--- src/rtl/pulpino_spi_master_ip_global_pkg.sv ---
// Shared types and helpers for the SPI slave responder.
//   spi_slv_state_e : frame phase sequence, IDLE through WAIT_CS
//   spi_slv_frame_s : decoded frame record reported at CS_N release
//   next_phase()    : first phase after 'cur' whose length is non-zero
//   phase_len()     : length (sclk rises) of the given phase
package pulpino_spi_master_ip_global_pkg;

    localparam int FIELD_W = 32;

    typedef enum logic [2:0] {
        IDLE,
        CMD,
        ADDR,
        DUMMY,
        WDATA,
        RDATA,
        WAIT_CS
    } spi_slv_state_e;

    typedef struct packed {
        logic [FIELD_W-1:0] cmd;
        logic [FIELD_W-1:0] addr;
        logic [FIELD_W-1:0] wdata;
        logic [FIELD_W-1:0] bit_cnt;
        logic               err;
    } spi_slv_frame_s;

    // Zero-length phases are skipped, so the successor is the first later
    // phase with a non-zero length, or WAIT_CS when none is left.
    function automatic spi_slv_state_e next_phase(
        input spi_slv_state_e cur,
        input logic [5:0]     cmd_len,
        input logic [5:0]     addr_len,
        input logic [15:0]    dummy_len,
        input logic [15:0]    wr_len,
        input logic [15:0]    rd_len
    );
        if (cur == IDLE && cmd_len != 6'd0)
            return CMD;
        if ((cur inside {IDLE, CMD}) && addr_len != 6'd0)
            return ADDR;
        if ((cur inside {IDLE, CMD, ADDR}) && dummy_len != 16'd0)
            return DUMMY;
        if ((cur inside {IDLE, CMD, ADDR, DUMMY}) && wr_len != 16'd0)
            return WDATA;
        if ((cur inside {IDLE, CMD, ADDR, DUMMY, WDATA}) && rd_len != 16'd0)
            return RDATA;
        return WAIT_CS;
    endfunction

    function automatic logic [15:0] phase_len(
        input spi_slv_state_e st,
        input logic [5:0]     cmd_len,
        input logic [5:0]     addr_len,
        input logic [15:0]    dummy_len,
        input logic [15:0]    wr_len,
        input logic [15:0]    rd_len
    );
        case (st)
            CMD:     return {10'd0, cmd_len};
            ADDR:    return {10'd0, addr_len};
            DUMMY:   return dummy_len;
            WDATA:   return wr_len;
            RDATA:   return rd_len;
            default: return 16'd0;
        endcase
    endfunction

endpackage

--- src/rtl/spi_slave_sync.sv ---
// Input synchroniser with edge detection for one SPI pin.
//   clk, rstn : system clock, asynchronous active-low reset
//   din       : asynchronous pin
//   level     : synchronised level
//   rise/fall : 1-clk pulses on synchronised edges
// All flops reset to 0. For cs_n this reads as "selected", so a frame can
// only start after cs_n has first been seen high out of reset.
module spi_slave_sync #(
    parameter int STAGES = 2    // must be >= 2
) (
    input  logic clk,
    input  logic rstn,
    input  logic din,
    output logic level,
    output logic rise,
    output logic fall
);

    logic [STAGES-1:0] sync_reg;
    logic              prev_reg;

    always_ff @(posedge clk or negedge rstn) begin
        if (!rstn) begin
            sync_reg <= '0;
            prev_reg <= 1'b0;
        end else begin
            sync_reg <= {sync_reg[STAGES-2:0], din};
            prev_reg <= sync_reg[STAGES-1];
        end
    end

    assign level = sync_reg[STAGES-1];
    assign rise  = sync_reg[STAGES-1] & ~prev_reg;
    assign fall  = ~sync_reg[STAGES-1] & prev_reg;

endmodule

--- src/rtl/spi_slave_responder.sv ---
// Oversampled single-lane SPI slave (mode 0) that decodes cmd/addr/dummy/
// write/read phases and reports one frame record per CS_N window.
//   clk, rstn                 : system clock, asynchronous active-low reset
//   spi_sclk/cs_n/mosi        : SPI pins (synchronised internally)
//   spi_miso, spi_miso_oe     : read data out and its drive enable
//   cfg_*_len                 : phase lengths, latched at CS_N fall
//   rd_data, rd_req           : read word, sampled when rd_req pulses
//   frame_valid + frame_*     : frame record, held until the next frame
module spi_slave_responder
    import pulpino_spi_master_ip_global_pkg::*;
#(
    parameter int MAX_LEN     = 32,
    parameter int SYNC_STAGES = 2
) (
    input  logic        clk,
    input  logic        rstn,
    input  logic        spi_sclk,
    input  logic        spi_cs_n,
    input  logic        spi_mosi,
    output logic        spi_miso,
    output logic        spi_miso_oe,
    input  logic [5:0]  cfg_cmd_len,
    input  logic [5:0]  cfg_addr_len,
    input  logic [15:0] cfg_dummy_len,
    input  logic [15:0] cfg_wr_len,
    input  logic [15:0] cfg_rd_len,
    input  logic [31:0] rd_data,
    output logic        rd_req,
    output logic        frame_valid,
    output logic        frame_err,
    output logic [31:0] frame_cmd,
    output logic [31:0] frame_addr,
    output logic [31:0] frame_wdata,
    output logic [31:0] frame_bit_cnt
);

    // Pin index: 0 = mosi, 1 = sclk, 2 = cs_n
    logic [2:0] pin_raw, pin_lvl, pin_rise, pin_fall;
    assign pin_raw = {spi_cs_n, spi_sclk, spi_mosi};

    generate
        for (genvar gi = 0; gi < 3; gi++) begin : g_sync
            spi_slave_sync #(.STAGES(SYNC_STAGES)) u_sync (
                .clk   (clk),
                .rstn  (rstn),
                .din   (pin_raw[gi]),
                .level (pin_lvl[gi]),
                .rise  (pin_rise[gi]),
                .fall  (pin_fall[gi])
            );
        end
    endgenerate

    logic mosi_s, sclk_rise, sclk_fall, cs_fall, cs_rise;
    assign mosi_s    = pin_lvl[0];
    assign sclk_rise = pin_rise[1];
    assign sclk_fall = pin_fall[1];
    assign cs_rise   = pin_rise[2];
    assign cs_fall   = pin_fall[2];

    logic unused_sync;
    assign unused_sync = ^{pin_lvl[2:1], pin_rise[0], pin_fall[0]};

    spi_slv_state_e     state_reg;
    logic [5:0]         cmd_len_reg, addr_len_reg;
    logic [15:0]        dummy_len_reg, wr_len_reg, rd_len_reg;
    logic [MAX_LEN-1:0] cmd_reg, addr_reg, wdata_reg;
    logic [31:0]        bit_cnt_reg;
    logic [15:0]        phase_cnt_reg;
    logic [31:0]        rd_word_reg;
    logic [15:0]        rd_idx_reg;
    logic               rd_first_reg;
    logic               miso_reg, oe_reg, rd_req_reg, frame_valid_reg;
    spi_slv_frame_s     frame_reg;

    spi_slv_state_e start_state, after_state;
    logic [15:0]    cur_len;
    logic           phase_done;

    assign start_state = next_phase(IDLE, cfg_cmd_len, cfg_addr_len,
                                    cfg_dummy_len, cfg_wr_len, cfg_rd_len);
    assign after_state = next_phase(state_reg, cmd_len_reg, addr_len_reg,
                                    dummy_len_reg, wr_len_reg, rd_len_reg);
    assign cur_len     = phase_len(state_reg, cmd_len_reg, addr_len_reg,
                                   dummy_len_reg, wr_len_reg, rd_len_reg);
    assign phase_done  = sclk_rise
                       && (state_reg inside {CMD, ADDR, DUMMY, WDATA, RDATA})
                       && (phase_cnt_reg + 16'd1 == cur_len);

    // Read bits above the 32-bit word are padding zeros.
    function automatic logic rd_bit(input logic [31:0] w, input logic [15:0] i);
        return (i < 16'd32) ? w[i[4:0]] : 1'b0;
    endfunction

    always_ff @(posedge clk or negedge rstn) begin
        if (!rstn) begin
            state_reg       <= IDLE;
            cmd_len_reg     <= '0;
            addr_len_reg    <= '0;
            dummy_len_reg   <= '0;
            wr_len_reg      <= '0;
            rd_len_reg      <= '0;
            cmd_reg         <= '0;
            addr_reg        <= '0;
            wdata_reg       <= '0;
            bit_cnt_reg     <= '0;
            phase_cnt_reg   <= '0;
            rd_word_reg     <= '0;
            rd_idx_reg      <= '0;
            rd_first_reg    <= 1'b0;
            miso_reg        <= 1'b0;
            oe_reg          <= 1'b0;
            rd_req_reg      <= 1'b0;
            frame_valid_reg <= 1'b0;
            frame_reg       <= '0;
        end else begin
            rd_req_reg      <= 1'b0;
            frame_valid_reg <= 1'b0;

            if (state_reg != IDLE && cs_rise) begin
                // A rise landing on the cs_rise clk is deliberately dropped.
                frame_valid_reg   <= 1'b1;
                frame_reg.cmd     <= 32'(cmd_reg);
                frame_reg.addr    <= 32'(addr_reg);
                frame_reg.wdata   <= 32'(wdata_reg);
                frame_reg.bit_cnt <= bit_cnt_reg;
                frame_reg.err     <= (state_reg != WAIT_CS);
                state_reg         <= IDLE;
                miso_reg          <= 1'b0;
                oe_reg            <= 1'b0;
                rd_first_reg      <= 1'b0;
            end else if (state_reg == IDLE) begin
                if (cs_fall) begin
                    cmd_len_reg   <= cfg_cmd_len;
                    addr_len_reg  <= cfg_addr_len;
                    dummy_len_reg <= cfg_dummy_len;
                    wr_len_reg    <= cfg_wr_len;
                    rd_len_reg    <= cfg_rd_len;
                    cmd_reg       <= '0;
                    addr_reg      <= '0;
                    wdata_reg     <= '0;
                    bit_cnt_reg   <= '0;
                    phase_cnt_reg <= '0;
                    state_reg     <= start_state;
                    if (start_state == RDATA) begin
                        rd_req_reg   <= 1'b1;
                        rd_word_reg  <= rd_data;
                        rd_idx_reg   <= cfg_rd_len - 16'd1;
                        rd_first_reg <= 1'b1;
                    end
                end
            end else if (sclk_rise) begin
                if (bit_cnt_reg != '1)
                    bit_cnt_reg <= bit_cnt_reg + 32'd1;
                case (state_reg)
                    CMD:     cmd_reg   <= {cmd_reg[MAX_LEN-2:0], mosi_s};
                    ADDR:    addr_reg  <= {addr_reg[MAX_LEN-2:0], mosi_s};
                    WDATA:   wdata_reg <= {wdata_reg[MAX_LEN-2:0], mosi_s};
                    default: ;
                endcase
                if (phase_done) begin
                    phase_cnt_reg <= '0;
                    state_reg     <= after_state;
                    if (state_reg == RDATA) begin
                        miso_reg <= 1'b0;
                        oe_reg   <= 1'b0;
                    end
                    if (after_state == RDATA) begin
                        rd_req_reg   <= 1'b1;
                        rd_word_reg  <= rd_data;
                        rd_idx_reg   <= rd_len_reg - 16'd1;
                        rd_first_reg <= 1'b1;
                    end
                end else if (state_reg != WAIT_CS) begin
                    phase_cnt_reg <= phase_cnt_reg + 16'd1;
                end
            end else if (state_reg == RDATA) begin
                if (rd_first_reg) begin
                    miso_reg     <= rd_bit(rd_word_reg, rd_idx_reg);
                    oe_reg       <= 1'b1;
                    rd_first_reg <= 1'b0;
                end else if (sclk_fall && phase_cnt_reg != 16'd0) begin
                    // The fall right after the entry rise belongs to the
                    // previous phase; only falls after a read rise advance.
                    rd_idx_reg <= rd_idx_reg - 16'd1;
                    miso_reg   <= rd_bit(rd_word_reg, rd_idx_reg - 16'd1);
                end
            end
        end
    end

    assign spi_miso      = miso_reg;
    assign spi_miso_oe   = oe_reg;
    assign rd_req        = rd_req_reg;
    assign frame_valid   = frame_valid_reg;
    assign frame_err     = frame_reg.err;
    assign frame_cmd     = frame_reg.cmd;
    assign frame_addr    = frame_reg.addr;
    assign frame_wdata   = frame_reg.wdata;
    assign frame_bit_cnt = frame_reg.bit_cnt;

endmodule

--- config.mk ---
export PLATFORM = sky130hd
export DESIGN_NAME = spi_slave_responder
export DESIGN_NICKNAME = d
export VERILOG_FILES = /design/src/rtl/pulpino_spi_master_ip_global_pkg.sv /design/src/rtl/spi_slave_sync.sv /design/src/rtl/spi_slave_responder.sv
export SDC_FILE = /design/constraint.sdc
export NUM_CORES = 1
export LEC_CHECK = 0
export CAP_MARGIN = 20
export CORE_ASPECT_RATIO = 0.75
export CORE_UTILIZATION = 36
export CTS_CLUSTER_DIAMETER = 200
export DETAILED_ROUTE_END_ITERATION = 12
export PLACE_DENSITY = 0.62
export SYNTH_ARGS = -nofsm -noshare
export SYNTH_HDL_FRONTEND = slang
export SYNTH_SLANG_ARGS = --single-unit
--- constraint.sdc ---
create_clock -name clk -period 6.6 [get_ports clk]
set_input_delay 0.99 -clock clk [delete_from_list [all_inputs] [get_ports clk]]
set_output_delay 0.99 -clock clk [all_outputs]
set_load 0.03 [all_outputs]
After elaboration in Yosys (flattened, before gate mapping) --
Index checks and enable logic that the tools add are counted.
Storage, ports and cells: flip-flop bits (word level) 397, input bits 97, output and inout bits 133
Cells by class: add/sub/neg operators 5, magnitude comparators 4, equal/unequal tests 22, mux-type cells 123, bitwise logic cells 9, reductions and logical operators 54
Operators by type and width (number):
- 2-to-1 mux 32 bit | 19
- 2-to-1 mux 16 bit | 14
- nonzero test 16 bit | 7
- case mux 16 bit (5 select lines) | 1
- 2-to-1 mux 3 bit | 25
- 2-to-1 mux 1 bit | 62
- subtractor 16 x 1 -> 16 bit (second input constant) | 3
- adder 32 x 1 -> 32 bit (second input constant) | 1
- less-than comparator 16 x 6 -> 1 bit (second input constant) | 2
- inequality test 32 bit (second input constant) | 1
- nonzero test 3 bit | 9
- nonzero test 6 bit | 4
- AND reduction 4 bit | 5
- adder 16 x 1 -> 16 bit (second input constant) | 1
- equality test 16 bit | 1
- AND reduction 5 bit | 3
- nonzero test 2 bit | 7
- equality test 3 bit (second input constant) | 4
- less-than comparator 5 x 6 -> 1 bit (second input constant) | 2
- inequality test 3 x 1 -> 1 bit (second input constant) | 4
- nonzero test 4 bit | 3
- binary-select mux 1 bit (select 5 bit) | 2
- nonzero test 5 bit | 2
- logical AND 1 bit | 9
- other kinds (13) | 26

Longest topological paths before layout --
word-level depth 25, gate-level depth with buffers 14, depth with buffers taken out 11

Modules after synthesis --
A second synthesis with hierarchy kept.
Second synthesis, totals: cell total of the unflattened synthesis 1731, area total of the unflattened synthesis 19331.0 um^2
By module, submodules not included:
- spi_slave_responder | instances 1, cells an instance 1716, area an instance 19060.8 um^2, sequential area each 9734.3 um^2
- spi_slave_sync | instances 3, cells an instance 5, area an instance 90.1 um^2, sequential area each 75.1 um^2

Worst setup path before layout --
No wires, ideal clock.
path kind input to register, from in cfg_cmd_len[3], to reg rd_idx_reg[13], arrival time 3.328 ns, required time 6.481 ns, slack 3.153 ns, stages 9, buffers on the path 1, path through or4_1 > nor3_1 > a41oi_1 > a2111o_1 > a2111oi_2 > a21oi_4 > buf_2 > o21ai_1 > nand2_1
On the way: cells in the longest elaborated chain, start to end 6
Ends and longest elaborated chain:
- start, declared | line spi_slave_responder.sv:22 | input logic [5:0] cfg_cmd_len,
- nonzero test 6 bit | line pulpino_spi_master_ip_global_pkg.sv:38 | if (cur == IDLE && cmd_len != 6'd0)
- 2-to-1 mux 1 bit | line pulpino_spi_master_ip_global_pkg.sv:38
- 2-to-1 mux 3 bit | line pulpino_spi_master_ip_global_pkg.sv:40 | if ((cur inside {IDLE, CMD}) && addr_len != 6'd0)
- equality test 3 bit | line spi_slave_responder.sv:145 | if (start_state == RDATA) begin
- inequality test 2 x 1 -> 1 bit (no line)
- AND reduction 8 bit (no line)
- end signal, assigned | line spi_slave_responder.sv:148 | rd_idx_reg <= cfg_rd_len - 16'd1;
- end signal, assigned | line spi_slave_responder.sv:171 | rd_idx_reg <= rd_len_reg - 16'd1;
- end signal, assigned | line spi_slave_responder.sv:185 | rd_idx_reg <= rd_idx_reg - 16'd1;
- end, declared | line spi_slave_responder.sv:71 | logic [15:0] rd_idx_reg;
No other way between the ends. A chain may end at the register's enable or synchronous reset.

Worst setup path after layout --
from reg state_reg[0], to reg rd_word_reg[29]
On the way: cells in the longest elaborated chain, start to end 16, elaborated cells on any way between the ends 55, classes of those cells eq/ne: 9; mux: 26; bitwise: 1; reduce/logical: 19
Ends and longest elaborated chain:
- start, declared | line spi_slave_responder.sv:64 | spi_slv_state_e state_reg;
- start signal, assigned | line spi_slave_responder.sv:144 | state_reg <= start_state;
- start signal, assigned | line spi_slave_responder.sv:163 | state_reg <= after_state;
- equality test 3 x 1 -> 1 bit, or another cell as far along
- nonzero test 5 bit | line pulpino_spi_master_ip_global_pkg.sv:46 | if ((cur inside {IDLE, CMD, ADDR, DUMMY, WDATA}) && rd_len != 16'd0)
- logical AND 1 bit | line pulpino_spi_master_ip_global_pkg.sv:46
- 2-to-1 mux 1 bit (2 in a row) | line pulpino_spi_master_ip_global_pkg.sv:46
- 2-to-1 mux 1 bit | line pulpino_spi_master_ip_global_pkg.sv:44 | if ((cur inside {IDLE, CMD, ADDR, DUMMY}) && wr_len != 16'd0)
- 2-to-1 mux 1 bit | line pulpino_spi_master_ip_global_pkg.sv:42 | if ((cur inside {IDLE, CMD, ADDR}) && dummy_len != 16'd0)
- 2-to-1 mux 1 bit | line pulpino_spi_master_ip_global_pkg.sv:40
- 2-to-1 mux 3 bit | line pulpino_spi_master_ip_global_pkg.sv:48 | return WAIT_CS;
- 2-to-1 mux 3 bit | line pulpino_spi_master_ip_global_pkg.sv:46
- 2-to-1 mux 3 bit | line pulpino_spi_master_ip_global_pkg.sv:44
- 2-to-1 mux 3 bit | line pulpino_spi_master_ip_global_pkg.sv:42
- 2-to-1 mux 3 bit | line pulpino_spi_master_ip_global_pkg.sv:40
- equality test 3 bit | line spi_slave_responder.sv:168 | if (after_state == RDATA) begin
- nonzero test 2 bit (no line)
- AND reduction 6 bit (no line)
- end signal, assigned | line spi_slave_responder.sv:147 | rd_word_reg <= rd_data;
- end signal, assigned | line spi_slave_responder.sv:170 | rd_word_reg <= rd_data;
- end, declared | line spi_slave_responder.sv:70 | logic [31:0] rd_word_reg;
Parallel ways exist; a longest one is shown, timed or not. The select of a mux whose other input is x is not followed.

==> results.toml <==
[worst_setup_path]
end_kind = "register"
reg2reg_to = "rd_word_reg[29]"
required_ns = 7.05
crit_chain = "buf_4 > and2b_1 > a21o_1 > a31oi_1 > nor4b_1 > a31oi_1 > a21oi_1 > nand4_2 > a21oi_4 > buf_4 > mux2_4"
crit_start = "state_reg[0]"
critPathCapture = "rd_word_reg[29]"
critPathArrivalTime_ns = 5.36
max_stage_delay_ns = 0.77
cpMaxStageDelayCell = "a21oi_1"
crit_type = "register to register"
reg2reg_depth = 11
path_max_fanout = 26
worstSetupStartpointType = "register"
r2r_start = "state_reg[0]"
r2r_slack_ns = 1.69

[synthesis]
synth_compound_area_frac = 0.103
synth_cell_types = 85
synth_top_area_cell = "dfrtp_1"
synthXorXnorAreaFrac = 0.0348
synthSimpleGateAreaFrac = 0.215
synth_edf_count = 0
syn_area_per_cell_sq_um = 9.56
synth.area.top_cells = "dfrtp_1 51%, nand2_1 12%, mux2_2 3.9%"
seq_area_frac_synth = 0.510
synthAdderAreaFrac = 0.00514
syn_inst = 2036
yosys.area.top_type_share = 0.510
synth_ff_type = "dfrtp_1"
syn_area_sq_um = 19500
async_flop_share = 1.00
ys_seq_elements = 397
syn-num-nets = 2141
synth.area.mux_share = 0.0969
synth_top_family_by_area = "simple AND/OR/NAND/NOR gates"
ys_warn_count = 0

[cts]
clkLatencyLatePin_ns = 0.58
clockBufferDepth = 3
postCtsHoldBufs = 0
cts_resized = 0
postCtsSetupRepairBufs = 0
clk_pin_slew_ns = 0.06
numClockSinks = 397
cts_tree = "yes"
cts_buffers = 42
clk_root_buffer_cell = "clkbuf_16"
h-tree-depth = 2

[timing]
worst_slew_pin_slew_ns = 1.05
timing.final.crit_share = 0.744
relSlewSlack = 0.298
fin_setup_tns_ns = 0
slew_viol_final = 0
skew_ns = 0.0168
max_freq_mhz = 204
rsz0062_at_grt = "false"
final-hold-violation-count = 0
setup_viol = 0
whs_ns = 0.342
min_period_ns = 4.91

[die]
die_area_sq_um = 55000
design.core.area_sq_um = 53200
dieWidth_microns = 271
io_pins = 230
std_cell_rows = 73
die_h_microns = 203
initial_core_util = 0.366

[detailed_routing]
firstDrtPassIters = 5
routed_wl_microns = 54600
drtAntennaViolNets = 0
avgRoutedWirePerCell_microns = 18.5
first_iter_violations = 1338
vias_per_cell = 5.25
num_vias = 15473
drcViolationCount = 0

[finish]
final_common_cell = "nand2_1"
nets = 2307
drive_gt1_frac = 0.105
synthToLayoutAreaGrowth_pct = 21.3
multi_input_area_sq_um = 8890
final.fill_count = 5079
most-common-layout-cells = "640 x nand2_1, 397 x dfrtp_1, 228 x clkdlybuf4s50_1, 136 x o21ai_0, 88 x nor2_1"
regArea_sq_um = 9930

[placement]
portBuffers = 229
place_congestion = 0.918
hpwl_microns = 38800

[global_routing]
grt_pass1_vias = 15227
antenna_found_initial = 1
track_usage = 0.199
grt_overflow = 0
grt_max_degree = 151
grt_pass1_wl_microns = 87300

[hold_path]
worstHoldPathType = "register to register"

[status]
status = "finished, final reports clean"

[power_and_ir_drop]
leakage_nw = 10.2
powerDensity_nw_per_um2 = 352
ir_worst_vdd_mv = 0.151

[job]
drv_cap = 0
## worst min path at each step
stage	endpoint	from	cells past startpoint	slack (ns)
after floorplan	g_sync[0].u_sync.sync_reg[1]	g_sync[0].u_sync.sync_reg[0]	0	0.33
after global placement	g_sync[0].u_sync.sync_reg[1]	g_sync[0].u_sync.sync_reg[0]	0	0.33
after detailed placement	g_sync[1].u_sync.sync_reg[1]	g_sync[1].u_sync.sync_reg[0]	0	0.33
after CTS	g_sync[0].u_sync.sync_reg[1]	g_sync[0].u_sync.sync_reg[0]	0	0.35
after global routing	g_sync[1].u_sync.sync_reg[1]	g_sync[1].u_sync.sync_reg[0]	0	0.35
final	g_sync[0].u_sync.sync_reg[1]	g_sync[0].u_sync.sync_reg[0]	0	0.34
## metrics by stage
stage          std cells  total power [mW]  worst slack, ns  area (sq um)  utilization
2_1_floorplan       2036              5.06             3.15         19500            -
3_3_place_gp        2869              5.94             1.93         22200        0.418
3_5_place_dp        2869              5.98             1.77         22200        0.418
4_1_cts             2946              8.34             1.75         23600        0.444
5_1_grt             2948              8.74             1.36         23600        0.444
6_report            2948              8.31             1.69         23600        0.444
## per-layer routing
metal	wire (microns)	track usage	up-vias
li1	-	-	7327
met1	26500	0.297	7622
met2	23400	0.293	447
met3	3690	0.0398	77
met4	994	0.0515	0
met5	0	0	-
## synth_stat cells (13+ instances only)
master	count
clkbuf_1	84
nor4_1	36
a21oi_1	48
mux2_4	30
xnor2_1	41
nand4_1	17
a211oi_1	24
nor2_1	89
o21ai_0	136
dfrtp_1	397
nand2_1	642
mux4_2	20
mux2i_1	23
inv_1	22
buf_1	13
buf_2	16
nand3_1	24
xor2_1	31
or3_1	18
mux2_2	67
nor3_1	46
## critical path, delay by kind of cell (launching register included)
kind / cells / cell delay, ns
buffers and inverters: 2 / 0.88
AOI/OAI and AO/OA: 5 / 2.07
DFF: 1 / 0.68
muxes: 1 / 0.33
and+or+nand+nor: 3 / 0.83
## layout make-up
class	count	share of cell area
Tap cell	712	0.0377
Clock buffer	64	0.0527
Sequential cell	397	0.421
Clock inverter	13	0.00419
Antenna cell	1	0.000106
Timing Repair Buffer	248	0.105
Inverter	22	0.00360
Multi-Input combinational cell	1491	0.376
## where the power goes
part           total (mW)  internal (mW)  switching (mW)  leakage (nW)
Combinational        2.64           1.09            1.55          4.27
Clock                2.32           1.31            1.01         0.667
Sequential           3.35           2.79           0.555          5.28
## cells by family (layout without fill, tap and decap cells)
logic type | Yosys count | after routing
muxes | 140 | 140
other | 0 | 1
buffers and inverters | 148 | 347
DFF | 397 | 397
xor gates and xnor gates | 74 | 74
and+or+nand+nor | 953 | 953
AOI/OAI and AO/OA | 316 | 316
adders and majority gates | 8 | 8
(Power assumes the default switching activity.)
